--- config.mk ---
export PLATFORM = sky130hd
export DESIGN_NAME = mask_ram_arbiter
export DESIGN_NICKNAME = d
export VERILOG_FILES = /design/src/rtl/mask_arb_pkg.sv /design/src/rtl/mask_clear_seq.sv /design/src/rtl/mask_ram_arbiter.sv
export SDC_FILE = /design/constraint.sdc
export NUM_CORES = 1
export LEC_CHECK = 0
export ABC_AREA = 1
export BUFFER_PORTS_ARGS = -buffer_cell sky130_fd_sc_hd__buf_2
export CORE_MARGIN = 2
export CORE_UTILIZATION = 20
export DETAILED_ROUTE_END_ITERATION = 10
export PLACE_DENSITY = 0.77
export SLEW_MARGIN = 40
export SYNTH_ARGS = -nofsm -noshare
export SYNTH_HDL_FRONTEND = slang
export SYNTH_SLANG_ARGS = --single-unit
--- constraint.sdc ---
create_clock -name clk -period 1.03 [get_ports clk]
set_clock_uncertainty 0.15 [all_clocks]
set_input_delay 0.2575 -clock clk [delete_from_list [all_inputs] [get_ports clk]]
set_output_delay 0.2575 -clock clk [all_outputs]
set_load 0.01 [all_outputs]
--- src/rtl/mask_arb_pkg.sv ---
// Shared definitions for the mask RAM arbiter: default address width,
// grant encoding and bulk-clear state encoding.
package mask_arb_pkg;

    localparam int ADDR_W_DEFAULT = 14;

    typedef enum logic [1:0] {
        GNT_NONE = 2'd0,
        GNT_RD   = 2'd1,
        GNT_WR   = 2'd2,
        GNT_CLR  = 2'd3
    } gnt_e;

    typedef enum logic {
        ST_IDLE  = 1'b0,
        ST_CLEAR = 1'b1
    } clr_state_e;

endpackage

--- src/rtl/mask_clear_seq.sv ---
// Bulk-clear sequencer: walks every RAM address once, writing a latched fill value.
// Only instantiated when MASK_ARB_CLEAR_EN is defined.
module mask_clear_seq
    import mask_arb_pkg::*;
#(
    parameter int ADDR_W = ADDR_W_DEFAULT
) (
    input  logic              clk,
    input  logic              nRst,
    input  logic              start_i,
    input  logic              val_i,
    output logic              busy_o,
    output logic [ADDR_W-1:0] addr_o,
    output logic              val_o
);

    clr_state_e        state_q;
    logic [ADDR_W-1:0] cnt_q;
    logic              val_q;

    // NOTE: sequential state uses non-blocking assignments only, so every register samples pre-edge values.
    always_ff @(posedge clk or negedge nRst) begin
        if (!nRst) begin
            state_q <= ST_IDLE;
            cnt_q   <= '0;
            val_q   <= 1'b0;
        end else begin
            case (state_q)
                ST_IDLE: begin
                    if (start_i) begin
                        state_q <= ST_CLEAR;
                        cnt_q   <= '0;
                        val_q   <= val_i;
                    end
                end
                ST_CLEAR: begin
                    // Termination is by compare to all-ones; start requests are ignored here.
                    if (&cnt_q) begin
                        state_q <= ST_IDLE;
                        cnt_q   <= '0;
                    end else begin
                        cnt_q <= cnt_q + ADDR_W'(1);
                    end
                end
            endcase
        end
    end

    assign busy_o = (state_q == ST_CLEAR);
    assign addr_o = cnt_q;
    assign val_o  = val_q;

endmodule

--- src/rtl/mask_ram_arbiter.sv ---
// Mask RAM arbiter: round-robin RD/WR sharing of the 1-bit single-port mask RAM,
// with an optional bulk clear that takes priority (built when MASK_ARB_CLEAR_EN is defined).
module mask_ram_arbiter
    import mask_arb_pkg::*;
#(
    parameter int ADDR_W = ADDR_W_DEFAULT
) (
    input  logic              clk,
    input  logic              nRst,
    input  logic              i_clearReq,
    input  logic              i_clearVal,
    output logic              o_clearBusy,
    input  logic              i_wrValid,
    output logic              o_wrReady,
    input  logic [ADDR_W-1:0] i_wrAddr,
    input  logic              i_wrData,
    input  logic              i_rdValid,
    output logic              o_rdReady,
    input  logic [ADDR_W-1:0] i_rdAddr,
    output logic              o_rdDataValid,
    output logic              o_rdData,
    output logic [ADDR_W-1:0] o_ramAddrIn,
    output logic [ADDR_W-1:0] o_ramAddrOut,
    output logic              o_ramDataIn,
    output logic              o_ramCs,
    output logic              o_ramWe,
    input  logic              i_ramDataOut
);

    logic              clr_busy;
    logic [ADDR_W-1:0] clr_addr;
    logic              clr_val;

`ifdef MASK_ARB_CLEAR_EN
    mask_clear_seq #(
        .ADDR_W (ADDR_W)
    ) u_clear_seq (
        .clk     (clk),
        .nRst    (nRst),
        .start_i (i_clearReq),
        .val_i   (i_clearVal),
        .busy_o  (clr_busy),
        .addr_o  (clr_addr),
        .val_o   (clr_val)
    );
`else
    logic unused_clear;
    assign unused_clear = i_clearReq ^ i_clearVal;
    assign clr_busy     = 1'b0;
    assign clr_addr     = '0;
    assign clr_val      = 1'b0;
`endif

    gnt_e gnt;
    gnt_e last_gnt_q, last_gnt_d;
    logic rd_valid_q;

    // Clear wins outright; on a RD/WR conflict the side not served last goes first.
    always_comb begin
        // NOTE: every always_comb output gets a default first, so no path can infer a latch.
        gnt = GNT_NONE;
        if (clr_busy) begin
            gnt = GNT_CLR;
        end else if (i_rdValid && i_wrValid) begin
            gnt = (last_gnt_q == GNT_RD) ? GNT_WR : GNT_RD;
        end else if (i_rdValid) begin
            gnt = GNT_RD;
        end else if (i_wrValid) begin
            gnt = GNT_WR;
        end
    end

    always_comb begin
        last_gnt_d = last_gnt_q;
        if (gnt == GNT_RD || gnt == GNT_WR) begin
            last_gnt_d = gnt;
        end
    end

    always_comb begin
        o_ramCs      = 1'b0;
        o_ramWe      = 1'b0;
        o_ramAddrIn  = i_wrAddr;
        o_ramAddrOut = i_rdAddr;
        o_ramDataIn  = i_wrData;
        case (gnt)
            GNT_RD: begin
                o_ramCs = 1'b1;
            end
            GNT_WR: begin
                o_ramCs = 1'b1;
                o_ramWe = 1'b1;
            end
            GNT_CLR: begin
                o_ramCs     = 1'b1;
                o_ramWe     = 1'b1;
                o_ramAddrIn = clr_addr;
                o_ramDataIn = clr_val;
            end
            default: ;
        endcase
    end

    always_ff @(posedge clk or negedge nRst) begin
        if (!nRst) begin
            last_gnt_q <= GNT_RD;
            rd_valid_q <= 1'b0;
        end else begin
            last_gnt_q <= last_gnt_d;
            rd_valid_q <= (gnt == GNT_RD);
        end
    end

    assign o_rdReady     = (gnt == GNT_RD);
    assign o_wrReady     = (gnt == GNT_WR);
    assign o_clearBusy   = clr_busy;
    assign o_rdDataValid = rd_valid_q;
    // RAM read data is already registered; gating keeps o_rdData at 0 outside a return.
    assign o_rdData      = rd_valid_q & i_ramDataOut;

endmodule

==> flow_summary.ini, run 1 <==
[placed_design]
dp_hpwl_um = 432.7
worst_slack_after_detailed_placement_ns = -0.2417
numPortBuffers = 10
gp_congestion = 0.6004

[critical_path]
timing.critical_path.arrival_ns = 1.08
critPathMaxFanout = 3
timing.setup.critical_path_class = flop to output port
start_kind = flop
type_of_element_capturing_the_critical_path = output port
critical_path_required_ns = 0.62
reg2reg_depth = 4

[logic_synthesis]
synth.distinct_cells = 11
yosysWarnings = 0
ys_seq_elements = 3
synth.cell_area_um2 = 326.6
syn_area_per_cell_um2 = 6.280
synth.yosys.seq_area_share = 0.2337
synth.net_count = 88
syn_inst = 52

[clock_tree]
clk_path_buf_depth = 2
clk_root_buffer_cell = sky130_fd_sc_hd__clkbuf_4
cts.sink_count = 3
worst_skew_pair.late_latency_ns = 0.23
cts_made_buffers = 3
cts_htree_levels = 1
clock_pin_transition_on_the_worst_setup_and_hold_timing_paths_ns = 0.04
tritoncts = done

[global_route]
grt_antenna_before_repair = 0
grt_first_pass_wirelength_um = 917
global_route.usage.met1 = 0.06683
global_route.peak_usage_layer = met4
grt_use_met2 = 0.07941
met3_usage = 0.04898
first_global_vias = 221
grt_start_max_net_pins = 4
grt_overflow_total = 0
grt_usage = 0.07401

[routing]
wirelength_um = 637
route.detailed.wl_per_inst_um = 10.62
avgViaCountPerCell = 3.950
route.detailed.drc = 0
initialDrtViolationCount = 2
drt-pass1-iter-count = 3
drtAntennaViolNets = 0
via_count = 237

[die]
die_outline_width_um = 44.41
fp-row-count = 14
initial_utilization = 0.2143
io_pins = 72
design.die.area_um2 = 1972
floorplan.die.height_um = 44.41
area_of_the_core_region_um2 = 1524

[final_layout]
nFillCells = 176
layout-drive-gt1-share = 0.6364
antennaDiodeCount = 0
area_growth_pct = 4.598
seqCellArea_um2 = 76.32
multi_input_area_um2 = 73.82
num-nets-final = 81
finish.utilization = 0.2241

[hold_path]
worstHoldPathType = input port to flop
hold-path-cell-count = 4

[run_status]
violations = negative setup slack
run_status = finished, violations left

[power_and_ir_drop]
total_switching_power_uw = 141.6
vdd_drop_max_uv = 318.0
leakage_uw = 0.0001983
p_sw_frac = 0.2815
p_int_uw = 361.5
share_clk_of_total_power = 0.417
relative_contribution_of_sequential_cells_to_total_power = 0.299
pwr-share-comb = 0.284
p_total_uw = 503.1
power_per_cell_area_nw_per_um2 = 1473

[sta]
final_max_slew_viol_count = 0
postLayoutSetupSlackWorst_ns = -0.4548
totalNegativeSetupSlack_ns = -1.892
report.final.hold_viol_count = 0
layout_min_cycle_time_ns = 1.485
grt_setup_unrepaired = yes
fmax_ghz = 0.6735
post-route-period-util = 1.442
hold_ws_ns = 0.1927
report.final.setup_viol = 8

[flow_run]
maxCapViolations = 0
-- path summary, 6_finish.rpt --
path | slack (ns) | endpoint | startpoint
max in group asynchronous | 0.33 | last_gnt_q[0] | nRst
setup / recovery | -0.45 | o_rdReady | last_gnt_q[0]
setup reg to reg | -0.14 | last_gnt_q[1] | last_gnt_q[0]
min in group asynchronous | 0.21 | o_rdDataValid | nRst
hold / removal | 0.19 | last_gnt_q[1] | i_rdValid
hold reg to reg | 0.34 | last_gnt_q[0] | last_gnt_q[0]
-- cells by family (layout without fill, tap and decap cells) --
| group | after synthesis | after routing | synth area share |
|---|---|---|---|
| buffers and inverters | 34 | 26 | 0.5632 |
| AND/OR/NAND/NOR | 14 | 14 | 0.1916 |
| flip-flops | 3 | 3 | 0.2337 |
| other | 1 | 1 | 0.01148 |
-- power groups by stage --
stage / registers (uW) / logic, uW / clock network [uW]
5_1_grt: 152 / 159 / 239
4_1_cts: 150 / 127 / 226
3_5_place_dp: 149 / 94.5 / 0
6_report: 150 / 143 / 210
3_3_place_gp: 150 / 91.3 / 0
2_1_floorplan: 151 / 145 / 0
-- per-layer routing --
layer	vias up	part of all wire
li1	106	-
met1	99	0.36
met2	20	0.39
met3	12	0.17
met4	0	0.080
met5	-	0
-- worst max-delay path: stages, from the launching register on --
cell and delay (ns):
sky130_fd_sc_hd__dfstp_2 0.55, sky130_fd_sc_hd__nand2_2 0.05, sky130_fd_sc_hd__nand2_2 0.06, sky130_fd_sc_hd__nand2_2 0.06, sky130_fd_sc_hd__buf_6 0.12
-- sequential cells by signal, summed over array words and instances, names as in the netlist --
register / flops
o_rdDataValid: 1
last_gnt_q: 2
-- cells in the mapped netlist (all sizes together) --
master	instances	area share
clkbuf	15	0.17
dfrtp	2	0.15
dfstp	1	0.080
conb	1	0.011
buf	15	0.34
inv	4	0.046
nand3	2	0.046
nand2	12	0.15
-- area by class of cell --
type                       instances  share of cell area
timing repair buffer              18              0.3736
tap                               16             0.05861
inverter                           4             0.05128
sequential                         3              0.2234
multi-input combinational         15              0.2161
clock buffer                       4             0.07692
-- cells in the final DEF, fill, tap and decap left out --
cell type	instances
sky130_fd_sc_hd__buf_2	7
sky130_fd_sc_hd__buf_4	8
sky130_fd_sc_hd__buf_6	2
sky130_fd_sc_hd__clkbuf_1	1
sky130_fd_sc_hd__clkbuf_4	3
sky130_fd_sc_hd__conb_1	1
sky130_fd_sc_hd__dfrtp_1	2
sky130_fd_sc_hd__dfstp_2	1
sky130_fd_sc_hd__dlygate4sd3_1	1
sky130_fd_sc_hd__inv_1	2
sky130_fd_sc_hd__inv_2	1
sky130_fd_sc_hd__inv_4	1
sky130_fd_sc_hd__nand2_1	8
sky130_fd_sc_hd__nand2_2	4
sky130_fd_sc_hd__nand3_1	1
sky130_fd_sc_hd__nand3_2	1
-- what timing repair did --
| action | CTS | global route |
|---|---|---|
| setup endpoints to repair | 6 | 9 |
| hold endpoints to repair | 3 | 0 |
| buffers inserted | 4 | 2 |
| resized for setup | 4 | 4 |
| pin swaps | 4 | 4 |
| hold buffers | 1 | 0 |
-- per-stage QoR --
stage                     std cells  instance area [um2]
after floorplan                  52                329.1
after global routing             60                341.6
after global placement           49                237.7
after CTS                        58                315.3
after detailed placement         49                237.7
final                            60                341.6
Power figures use the tool's default switching activity.
==> inputs of run 2 (changes only) <==
Settings changed: RECOVER_POWER set to 100.
==> flow_summary.ini, run 2 (synthesis results as in run 1) <==
[critical_path]
path_buf_inv = 1
start_kind = flop
cpMostUsedCell = sky130_fd_sc_hd__nand2_2
critical-path-slowest-cell = sky130_fd_sc_hd__dfstp_2
timing.critical_path.arrival_ns = 1.08
timing.critical_path.depth = 4
critPathMaxFanout = 3
reg2reg_depth = 4
timing.critical_path.cells = nand2_2 > nand2_2 > nand2_2 > buf_6
type_of_element_capturing_the_critical_path = output port
critical_path.max_stage_delay_ns = 0.55
critical_path_required_ns = 0.62
timing.setup.critical_path_class = flop to output port
cpLargestDelayFamily = flip-flops

[die]
area_of_the_core_region_um2 = 1524
floorplan.die.height_um = 44.41
initial_utilization = 0.2143
fp-row-count = 14
io_pins = 72
design.die.area_um2 = 1972
die_outline_width_um = 44.41

[routing]
route.detailed.wl_per_inst_um = 10.58
drtAntennaViolNets = 0
avgViaCountPerCell = 3.950
wirelength_um = 635
drt-pass1-iter-count = 3
via_count = 237
route.detailed.drc = 0
initialDrtViolationCount = 2

[sta]
fmax_ghz = 0.6735
postLayoutSetupSlackWorst_ns = -0.4548
grt_setup_unrepaired = yes
report.final.setup_viol = 8
layout_min_cycle_time_ns = 1.485
report.final.hold_viol_count = 0
post-route-period-util = 1.442
totalNegativeSetupSlack_ns = -1.892
final_max_slew_viol_count = 0

[final_layout]
finish.utilization = 0.2233
post_layout_nonfiller_instances = 60
largest_register_ff_count = 2
largest-register = last_gnt_q
final_cell_mix = 8 x sky130_fd_sc_hd__nand2_1, 8 x sky130_fd_sc_hd__buf_4, 6 x sky130_fd_sc_hd__buf_2
nFillCells = 177
area_growth_pct = 4.215
multi_input_area_um2 = 73.82
layout-drive-gt1-share = 0.6136
antennaDiodeCount = 0
seqCellArea_um2 = 76.32
finalInstanceArea_um2 = 340.3
num-nets-final = 81

[placed_design]
numPortBuffers = 10
dp_hpwl_um = 432.7
gp_congestion = 0.6004
place_area_um2 = 237.7
dpl.cell_count = 49

[global_route]
grt_antenna_before_repair = 0
grt_start_max_net_pins = 4
grt_first_pass_wirelength_um = 917
first_global_vias = 221
grt_usage = 0.07401
grt_overflow_total = 0

[hold_path]
worstHoldPathType = input port to flop
hold-path-cell-count = 4

[power_and_ir_drop]
total_switching_power_uw = 141.6
p_sw_frac = 0.2818
power_per_cell_area_nw_per_um2 = 1477
leakage_uw = 0.0001955
p_int_uw = 360.9
vdd_drop_max_uv = 317.4
pwr-share-comb = 0.284
relative_contribution_of_sequential_cells_to_total_power = 0.299
p_total_uw = 502.5
share_clk_of_total_power = 0.417

[run_status]
run_status = finished, violations left
violations = negative setup slack

[clock_tree]
clk_root_buffer_cell = sky130_fd_sc_hd__clkbuf_4
clk_path_buf_depth = 2
worst_skew_pair.late_latency_ns = 0.23
cts_made_buffers = 3
tritoncts = done
cts_htree_levels = 1
clock_pin_transition_on_the_worst_setup_and_hold_timing_paths_ns = 0.04
cts.sink_count = 3

[flow_run]
maxCapViolations = 0
-- run 2: cell count changes in the layout (fill, tap and decap cells not counted), sizes merged --
cell / change
buf: -1
clkbuf: +1
-- run 2: area by class of cell --
| type | instances | area share |
|---|---|---|
| clock buffer | 4 | 0.07721 |
| inverter | 4 | 0.05147 |
| multi-input combinational | 15 | 0.2169 |
| sequential | 3 | 0.2243 |
| tap | 16 | 0.05882 |
| timing repair buffer | 18 | 0.3713 |
-- run 2: worst paths after layout --
path | startpoint | endpoint | slack [ns]
worst max-delay path | last_gnt_q[0] | o_rdReady | -0.45
worst min register to register | last_gnt_q[0] | last_gnt_q[0] | 0.34
min in group asynchronous | nRst | o_rdDataValid | 0.22
max in group asynchronous | nRst | last_gnt_q[0] | 0.27
worst max register to register | last_gnt_q[0] | last_gnt_q[1] | -0.14
worst min-delay path | i_rdValid | last_gnt_q[1] | 0.19
-- run 2: repair_timing --
| action | in CTS | in global routing |
|---|---|---|
| endpoints found under the hold margin | 3 | 0 |
| pin swaps | 4 | 4 |
| setup buffers | 4 | 2 |
| hold buffers | 1 | 0 |
| setup endpoints to repair | 6 | 9 |
| gates resized for setup | 4 | 4 |
-- run 2: per-stage QoR --
| step | setup WS, ns | hold WS, ns |
|---|---|---|
| final | -0.4548 | 0.1927 |
| after CTS | -0.4834 | 0.1560 |
| after floorplan | -0.09389 | -0.1881 |
| after detailed placement | -0.2417 | -0.09026 |
| after global placement | -0.2347 | -0.09424 |
| after global routing | -0.5175 | 0.2056 |
-- run 2: metal layers --
metal	vias up	global-route usage	wire, um
li1	106	-	-
met2	20	0.07941	247
met3	12	0.04898	110
met4	0	0.1333	51
met5	-	0	0
met1	99	0.06683	225
-- run 2: worst min-delay path: cells and delay by family --
kind | cells | cell delay, ns
buffers and inverters | 2 | 0.15
AND/OR/NAND/NOR | 2 | 0.11
-- run 2: power groups by stage --
stage               clock network, uW  logic [uW]  registers (uW)
floorplan                           0         145             151
global placement                    0        91.3             150
detailed placement                  0        94.5             149
CTS                               226         127             150
global route                      239         158             152
finish                            210         143             150
